File: config.mk
export PLATFORM = sky130hd
export DESIGN_NAME = ex_dm_pipe_stage_flat
export DESIGN_NICKNAME = d
export VERILOG_FILES = /design/src/rtl/ex_dm_pipe_if.sv /design/src/rtl/ex_dm_pipe_stage.sv /design/src/flat_wrapper.sv
export SDC_FILE = /design/constraint.sdc
export NUM_CORES = 1
export LEC_CHECK = 0
export ABC_CLOCK_PERIOD_IN_PS = 9950
export CORE_MARGIN = 2
export CORE_UTILIZATION = 57
export CTS_BUF_LIST = sky130_fd_sc_hd__clkbuf_4
export CTS_CLUSTER_DIAMETER = 60
export DETAILED_ROUTE_END_ITERATION = 10
export PLACE_DENSITY = 0.89
export SETUP_SLACK_MARGIN = 0.05
export SYNTH_ARGS = -nofsm -noshare
export SYNTH_HDL_FRONTEND = slang
export SYNTH_SLANG_ARGS = --single-unit
File: constraint.sdc
create_clock -name clk -period 9.95 [get_ports clk]
set_clock_uncertainty 0.15 [all_clocks]
set_input_delay 2.985 -clock clk [delete_from_list [all_inputs] [get_ports clk]]
set_output_delay 2.985 -clock clk [all_outputs]
set_load 0.03 [all_outputs]
File: src/rtl/ex_dm_pipe_if.sv
// EX->DM stage bus: upstream beat handshake, downstream beat handshake, flush.
// slave = the pipeline stage, master = whatever drives EX side and consumes DM side.
interface ex_dm_pipe_if #(
  parameter int DATA_W = 32,
  parameter int RD_W   = 5
);
  logic              flush;
  // EX side
  logic              in_valid;
  logic              in_ready;
  logic [DATA_W-1:0] alu_result_in;
  logic [DATA_W-1:0] write_data_in;
  logic [RD_W-1:0]   rd_in;
  logic              mem_read_in;
  logic              mem_write_in;
  logic              mem_to_reg_in;
  logic              reg_write_in;
  // DM side
  logic              out_valid;
  logic              out_ready;
  logic [DATA_W-1:0] mem_address_out;
  logic [DATA_W-1:0] write_data_out;
  logic [RD_W-1:0]   rd_out;
  logic              mem_read_out;
  logic              mem_write_out;
  logic              mem_to_reg_out;
  logic              reg_write_out;

  modport slave (
    input  flush, in_valid, alu_result_in, write_data_in, rd_in,
           mem_read_in, mem_write_in, mem_to_reg_in, reg_write_in, out_ready,
    output in_ready, out_valid, mem_address_out, write_data_out, rd_out,
           mem_read_out, mem_write_out, mem_to_reg_out, reg_write_out
  );

  modport master (
    output flush, in_valid, alu_result_in, write_data_in, rd_in,
           mem_read_in, mem_write_in, mem_to_reg_in, reg_write_in, out_ready,
    input  in_ready, out_valid, mem_address_out, write_data_out, rd_out,
           mem_read_out, mem_write_out, mem_to_reg_out, reg_write_out
  );
endinterface

File: src/rtl/ex_dm_pipe_stage.sv
// EX->DM pipeline stage: main entry drives DM, skid entry absorbs the beat that
// arrives while DM stalls. in_ready is a flop so it never follows out_ready
// combinationally. Controls are masked on bubbles so a bubble cannot write.
module ex_dm_pipe_stage #(
  parameter int DATA_W    = 32,
  parameter int RD_W      = 5,
  parameter int ZERO_KILL = 1
) (
  input  logic         clk,
  input  logic         reset,
  ex_dm_pipe_if.slave  bus
);

  typedef struct packed {
    logic [DATA_W-1:0] addr;
    logic [DATA_W-1:0] wdata;
    logic [RD_W-1:0]   rd;
    logic              mem_read;
    logic              mem_write;
    logic              mem_to_reg;
    logic              reg_write;
  } beat_t;

  typedef enum logic [1:0] {EMPTY, ONE, TWO} state_t;

  state_t state_q, state_d;
  beat_t  main_q, skid_q, in_beat;
  logic   in_ready_q;
  logic   accept, issue, out_valid;
  logic   load_main_in, load_skid, move_skid;

  assign in_beat = '{addr:       bus.alu_result_in,
                     wdata:      bus.write_data_in,
                     rd:         bus.rd_in,
                     mem_read:   bus.mem_read_in,
                     mem_write:  bus.mem_write_in,
                     mem_to_reg: bus.mem_to_reg_in,
                     reg_write:  bus.reg_write_in};

  assign out_valid = (state_q != EMPTY);
  assign accept    = bus.in_valid & in_ready_q;
  assign issue     = out_valid & bus.out_ready;

  // Next occupancy and which entry loads; flush wins over accept and issue
  always_comb begin
    state_d      = state_q;
    load_main_in = 1'b0;
    load_skid    = 1'b0;
    move_skid    = 1'b0;
    unique case (state_q)
      EMPTY: if (accept) begin
        state_d      = ONE;
        load_main_in = 1'b1;
      end
      ONE: begin
        if (accept && issue) begin
          load_main_in = 1'b1;
        end else if (accept) begin
          state_d   = TWO;
          load_skid = 1'b1;
        end else if (issue) begin
          state_d = EMPTY;
        end
      end
      TWO: if (issue) begin
        state_d   = ONE;
        move_skid = 1'b1;
      end
      default: state_d = EMPTY;
    endcase
    if (bus.flush) begin
      state_d      = EMPTY;
      load_main_in = 1'b0;
      load_skid    = 1'b0;
      move_skid    = 1'b0;
    end
  end

  // State, registered ready and the two storage entries
  always_ff @(posedge clk or posedge reset) begin
    if (reset) begin
      state_q    <= EMPTY;
      in_ready_q <= 1'b1;
      main_q     <= '0;
      skid_q     <= '0;
    end else begin
      state_q    <= state_d;
      in_ready_q <= (state_d != TWO);
      if (load_main_in)   main_q <= in_beat;
      else if (move_skid) main_q <= skid_q;
      if (load_skid)      skid_q <= in_beat;
    end
  end

  assign bus.in_ready        = in_ready_q;
  assign bus.out_valid       = out_valid;
  assign bus.mem_address_out = main_q.addr;
  assign bus.write_data_out  = main_q.wdata;
  assign bus.rd_out          = main_q.rd;
  assign bus.mem_read_out    = out_valid & main_q.mem_read;
  assign bus.mem_write_out   = out_valid & main_q.mem_write;
  assign bus.mem_to_reg_out  = out_valid & main_q.mem_to_reg;
  // Writes to x0 are dropped here so WB never has to special-case them
  assign bus.reg_write_out   = out_valid & main_q.reg_write &
                               ((ZERO_KILL != 0) ? (main_q.rd != '0) : 1'b1);

endmodule

File: src/flat_wrapper.sv
// flat-port wrapper written by rule: the top's interface ports become plain ports
module ex_dm_pipe_stage_flat 
#(
  parameter int DATA_W    = 32,
  parameter int RD_W      = 5,
  parameter int ZERO_KILL = 1
)
  (clk, reset, bus_flush, bus_in_valid, bus_alu_result_in, bus_write_data_in, bus_rd_in, bus_mem_read_in, bus_mem_write_in, bus_mem_to_reg_in, bus_reg_write_in, bus_out_ready, bus_in_ready, bus_out_valid, bus_mem_address_out, bus_write_data_out, bus_rd_out, bus_mem_read_out, bus_mem_write_out, bus_mem_to_reg_out, bus_reg_write_out);
  ex_dm_pipe_if #(.DATA_W(DATA_W), .RD_W(RD_W)) bus_i ();
  input  logic clk;
  input  logic reset;
  input wire logic [$bits(bus_i.flush)-1:0] bus_flush;
  input wire logic [$bits(bus_i.in_valid)-1:0] bus_in_valid;
  input wire logic [$bits(bus_i.alu_result_in)-1:0] bus_alu_result_in;
  input wire logic [$bits(bus_i.write_data_in)-1:0] bus_write_data_in;
  input wire logic [$bits(bus_i.rd_in)-1:0] bus_rd_in;
  input wire logic [$bits(bus_i.mem_read_in)-1:0] bus_mem_read_in;
  input wire logic [$bits(bus_i.mem_write_in)-1:0] bus_mem_write_in;
  input wire logic [$bits(bus_i.mem_to_reg_in)-1:0] bus_mem_to_reg_in;
  input wire logic [$bits(bus_i.reg_write_in)-1:0] bus_reg_write_in;
  input wire logic [$bits(bus_i.out_ready)-1:0] bus_out_ready;
  output wire logic [$bits(bus_i.in_ready)-1:0] bus_in_ready;
  output wire logic [$bits(bus_i.out_valid)-1:0] bus_out_valid;
  output wire logic [$bits(bus_i.mem_address_out)-1:0] bus_mem_address_out;
  output wire logic [$bits(bus_i.write_data_out)-1:0] bus_write_data_out;
  output wire logic [$bits(bus_i.rd_out)-1:0] bus_rd_out;
  output wire logic [$bits(bus_i.mem_read_out)-1:0] bus_mem_read_out;
  output wire logic [$bits(bus_i.mem_write_out)-1:0] bus_mem_write_out;
  output wire logic [$bits(bus_i.mem_to_reg_out)-1:0] bus_mem_to_reg_out;
  output wire logic [$bits(bus_i.reg_write_out)-1:0] bus_reg_write_out;
  assign bus_i.flush = bus_flush;
  assign bus_i.in_valid = bus_in_valid;
  assign bus_i.alu_result_in = bus_alu_result_in;
  assign bus_i.write_data_in = bus_write_data_in;
  assign bus_i.rd_in = bus_rd_in;
  assign bus_i.mem_read_in = bus_mem_read_in;
  assign bus_i.mem_write_in = bus_mem_write_in;
  assign bus_i.mem_to_reg_in = bus_mem_to_reg_in;
  assign bus_i.reg_write_in = bus_reg_write_in;
  assign bus_i.out_ready = bus_out_ready;
  assign bus_in_ready = bus_i.in_ready;
  assign bus_out_valid = bus_i.out_valid;
  assign bus_mem_address_out = bus_i.mem_address_out;
  assign bus_write_data_out = bus_i.write_data_out;
  assign bus_rd_out = bus_i.rd_out;
  assign bus_mem_read_out = bus_i.mem_read_out;
  assign bus_mem_write_out = bus_i.mem_write_out;
  assign bus_mem_to_reg_out = bus_i.mem_to_reg_out;
  assign bus_reg_write_out = bus_i.reg_write_out;
  ex_dm_pipe_stage #(.DATA_W(DATA_W), .RD_W(RD_W), .ZERO_KILL(ZERO_KILL)) u_core (.clk(clk), .reset(reset), .bus(bus_i));
endmodule
; Word level (Yosys, flattened, before mapping)
; Index checks and enable logic that the tools add are counted.
[totals]
ff_bits = 149
in_bits = 78
output_inout_bits = 75
elab_cells = 50
[classes]
n_eq_ne = 3
muxes = 19
bitwise = 7
reduce_logical = 5
[op_table]
columns = cell, count
row1 = two-way mux 73 bit, 2
row2 = two-way mux 2 bit, 6
row3 = two-way mux 1 bit, 9
row4 = AND 1 bit, 7
row5 = case mux 2 bit (3 select lines), 1
row6 = nonzero test 5 bit, 1
row7 = nonzero test 2 bit, 2
row8 = "== test 2 x 1 -> 1 bit, second input constant", 1
row9 = "== test 2 bit, second input constant", 1
row10 = zero test 2 bit, 1
row11 = "inequality test 2 bit, second input constant", 1
row12 = case mux 1 bit (2 select lines), 1
row13 = logical AND 1 bit, 1

; Longest topological paths before layout
[logic_depth]
depth_word = 8
mapped_depth = 7
ltp_nobuf = 4

; Least setup slack after synthesis
; OpenSTA, ideal clock, no wires.
[synth_path]
path_kind = flip-flop to output port
from = register u_core.main_q (netlist bit u_core.bus.rd_out[0])
to = output port bus_reg_write_out
arrival_ns = 1.127
required_time_ns = 6.815
setup_slack_ns = 5.688
stages_incl_launch_ff = 3
path_buffers = 0
cell_sequence = dfrtp_1 > or3_1 > o311a_1
[synth_via]
elab_chain_cells = 2
[synth_lines]
columns = element, line_no
row1 = "start, declared", ex_dm_pipe_stage.sv:27  ; beat_t main_q, skid_q, in_beat;
row2 = "start signal, assigned", ex_dm_pipe_stage.sv:89  ; if (load_main_in) main_q <= in_beat;
row3 = "start signal, assigned", ex_dm_pipe_stage.sv:90  ; else if (move_skid) main_q <= skid_q;
row4 = nonzero test 5 bit, ex_dm_pipe_stage.sv:105  ; ((ZERO_KILL != 0) ? (main_q.rd != '0) : 1'b1);
row5 = AND 1 bit, ex_dm_pipe_stage.sv:104  ; assign bus.reg_write_out = out_valid & main_q.reg_write &
row6 = "end, declared", flat_wrapper.sv:30  ; output wire logic [$bits(bus_i.reg_write_out)-1:0] bus_reg_write_out;
; Every way passes these cells.

; Worst setup path in the final report
; Ends and elaborated chain as after synthesis.

==> flow_metrics.tcl <==
set metrics [dict create \
    row_count 40 \
    multiInputGateArea_mm2 0.002374 \
    synth-seq-cells 149 \
    layout-drive-gt1-share 0.1512 \
    cpLargestDelayFamily "buffers and inverters" \
    grt_pass1_wl_um 21960 \
    cts.repair.resized 0 \
    ant_nets 0 \
    critPathLaunchType "register" \
    fin_tns_setup_ps 0 \
    async_flop_share 1.000 \
    fin_nets 715 \
    max_freq_mhz 187.0 \
    cts_buffers 17 \
    ir_drop_mv 0.1284 \
    gr-usage-met3 0.06088 \
    grt_pass1_vias 4475 \
    max_slew_margin 0.2568 \
    dr.pass1.iters 4 \
    crit_path_top_delay_cell "clkdlybuf4s50_1" \
    met1_usage 0.2751 \
    start_util 0.5814 \
    synth_edf_count 0 \
    critPathBufInv 1 \
    p_leak_nw 3.346 \
    layout_common_cells "clkdlybuf4s50_1, dfrtp_1, nand2_1, mux2i_1, o21ai_1" \
    hold_path_class "register to register" \
    cp.arrival_ps 2210 \
    routed-via-count 4213 \
    h-tree-depth 4 \
    cts_tree "done" \
    worst_slew_pin_slew_ps 1115 \
    worst_slack_ps 4602 \
    worstPathRequired_ps 6820 \
    hold_violations 0 \
    grt_use_met2 0.3560 \
    synth_area_mm2 0.006925 \
    avgViaCountPerCell 5.299 \
    power.density_mw_per_mm2 195.6 \
    postSynthCellCount 562 \
    ctsHoldBuffers 0 \
    synth_nets 640 \
    crit_chain "or3_1 -> o311a_1 -> clkdlybuf4s50_1" \
    endpoint_kind "output pin" \
    clockBufferDepth 2 \
    r2r_setup_slack_ps 7140 \
    synth_cell_types 27 \
    final_common_cell "clkdlybuf4s50_1" \
    drtIter0Drc 322 \
    cts_root_buf "clkbuf_4" \
    critical-path-max-stage-delay_ps 590 \
    io_pins 153 \
    portBuffers 152 \
    totalWireLength_um 13100 \
    drcViolationCount 0 \
    clkSinkCount 149 \
    fp.dieArea_mm2 0.01305 \
    place_ws_ps 4168 \
    ys_warn_count 0 \
    track_usage 0.2158 \
    top_usage_layer "met2" \
    fillers 874 \
    wl_per_cell_um 16.48 \
    insertion_delay_ps 540 \
    cts_setup_buffers 0 \
    avgSynthCellArea_um2 12.32 \
    core_area_mm2 0.01191 \
    slew_viol_final 0 \
    worstPathMaxFanout 3 \
    path_clk_slew_ps 110 \
    critPathKind "register to output pin" \
    diodes 0 \
    hpwl_um 8918 \
    overflow 0 \
    outcome "completed" \
    setup_viol 0 \
    grt_max_degree 92 \
    die_x_um 114.2 \
    seq_area_mm2 0.003730 \
    dieHeight_um 114.2 \
    antenna_found_initial 0 \
    rsz0062_at_grt "false" \
    yosysSeqAreaShare 0.5386 \
    ys.flop_type "dfrtp_1" \
    syn_to_final_growth_pct 16.28 \
    min_period_over_period 0.5375 \
    place_congestion 0.7388 \
    cap_violations 0 \
    post-route-min-period_ps 5348 \
]
sequential cells by signal (all words and copies together) (netlist names):
| register | cells |
|---|---|
| u_core.bus.mem_address_out | 32 |
| u_core.bus.write_data_out | 32 |
| u_core.skid_q | 73 |
| u_core.state_q | 2 |
| u_core.bus.rd_out | 5 |
| u_core.main_q | 4 |
| u_core.bus.in_ready | 1 |
metal layers:
| metal | share of wire | vias to the layer above | wire, µm |
|---|---|---|---|
| met1 | 0.43 | 2068 | 5613 |
| met3 | 0.065 | 15 | 851 |
| met2 | 0.49 | 127 | 6438 |
| met5 | 0 | - | 0 |
| li1 | - | 2003 | - |
| met4 | 0.015 | 0 | 196 |
cell usage after synthesis (3+ instances only):
library cell / number / area, µm²
buf_12: 8 / 160.2
buf_2: 5 / 25.02
buf_4: 70 / 525.5
buf_6: 7 / 78.83
clkbuf_1: 9 / 33.78
dfrtp_1: 148 / 3704
inv_1: 3 / 11.26
mux2_1: 11 / 123.9
mux2_2: 52 / 585.6
mux2_4: 10 / 150.1
mux2i_1: 73 / 730.7
nand2_1: 74 / 277.8
nor2_1: 3 / 11.26
nor2b_1: 4 / 25.02
o21ai_0: 4 / 20.02
o21ai_1: 70 / 350.3
logic make-up after synthesis:
kind of cell              count (synthesis)  share of synthesized area
buffers and inverters                   103                     0.1210
xor gates and xnor gates                  1                   0.001265
muxes                                   146                     0.2296
DFF                                     149                     0.5386
AOI/OAI and AO/OA                        76                    0.05619
and+or+nand+nor                          87                    0.05330
through the flow:
stage               area, µm²  instances  hold slack (ps)  utilization  total power [W]
floorplan                6925        562            314.0            -         0.001175
global placement         7855        765            324.2       0.6595         0.001269
detailed placement       7855        765            330.8       0.6595         0.001298
CTS                      8053        795            355.9       0.6761         0.001591
global route             8053        795            370.6       0.6761         0.001665
finish                   8053        795            354.7       0.6761         0.001575
power by group:
part	internal [W]	switching (W)	leakage, nW
Combinational	0.000227	0.000224	1.38
Sequential	0.000750	0.0000808	1.84
Clock	0.000102	0.000192	0.122
cell type report:
class,count,share of cell area
tap,147,0.02284
clock inverter,9,0.004972
timing repair buffer,156,0.1927
multi-input combinational,310,0.2947
sequential,149,0.4632
clock buffer,21,0.01958
inverter,3,0.002020
path summary, 6_finish.rpt:
path,cells after the start,start,endpoint
worst min-delay path,1,u_core.skid_q[59],u_core.skid_q[59]
worst max-delay path,3,u_core.bus.rd_out[0],bus_reg_write_out
worst max register to register,5,u_core.state_q[1],u_core.bus.mem_address_out[0]
worst min register to register,1,u_core.skid_q[59],u_core.skid_q[59]
min in group asynchronous,2,reset,u_core.state_q[0]
max in group asynchronous,3,reset,u_core.bus.mem_address_out[5]
Note: power is estimated with default switching activity, not from simulation.
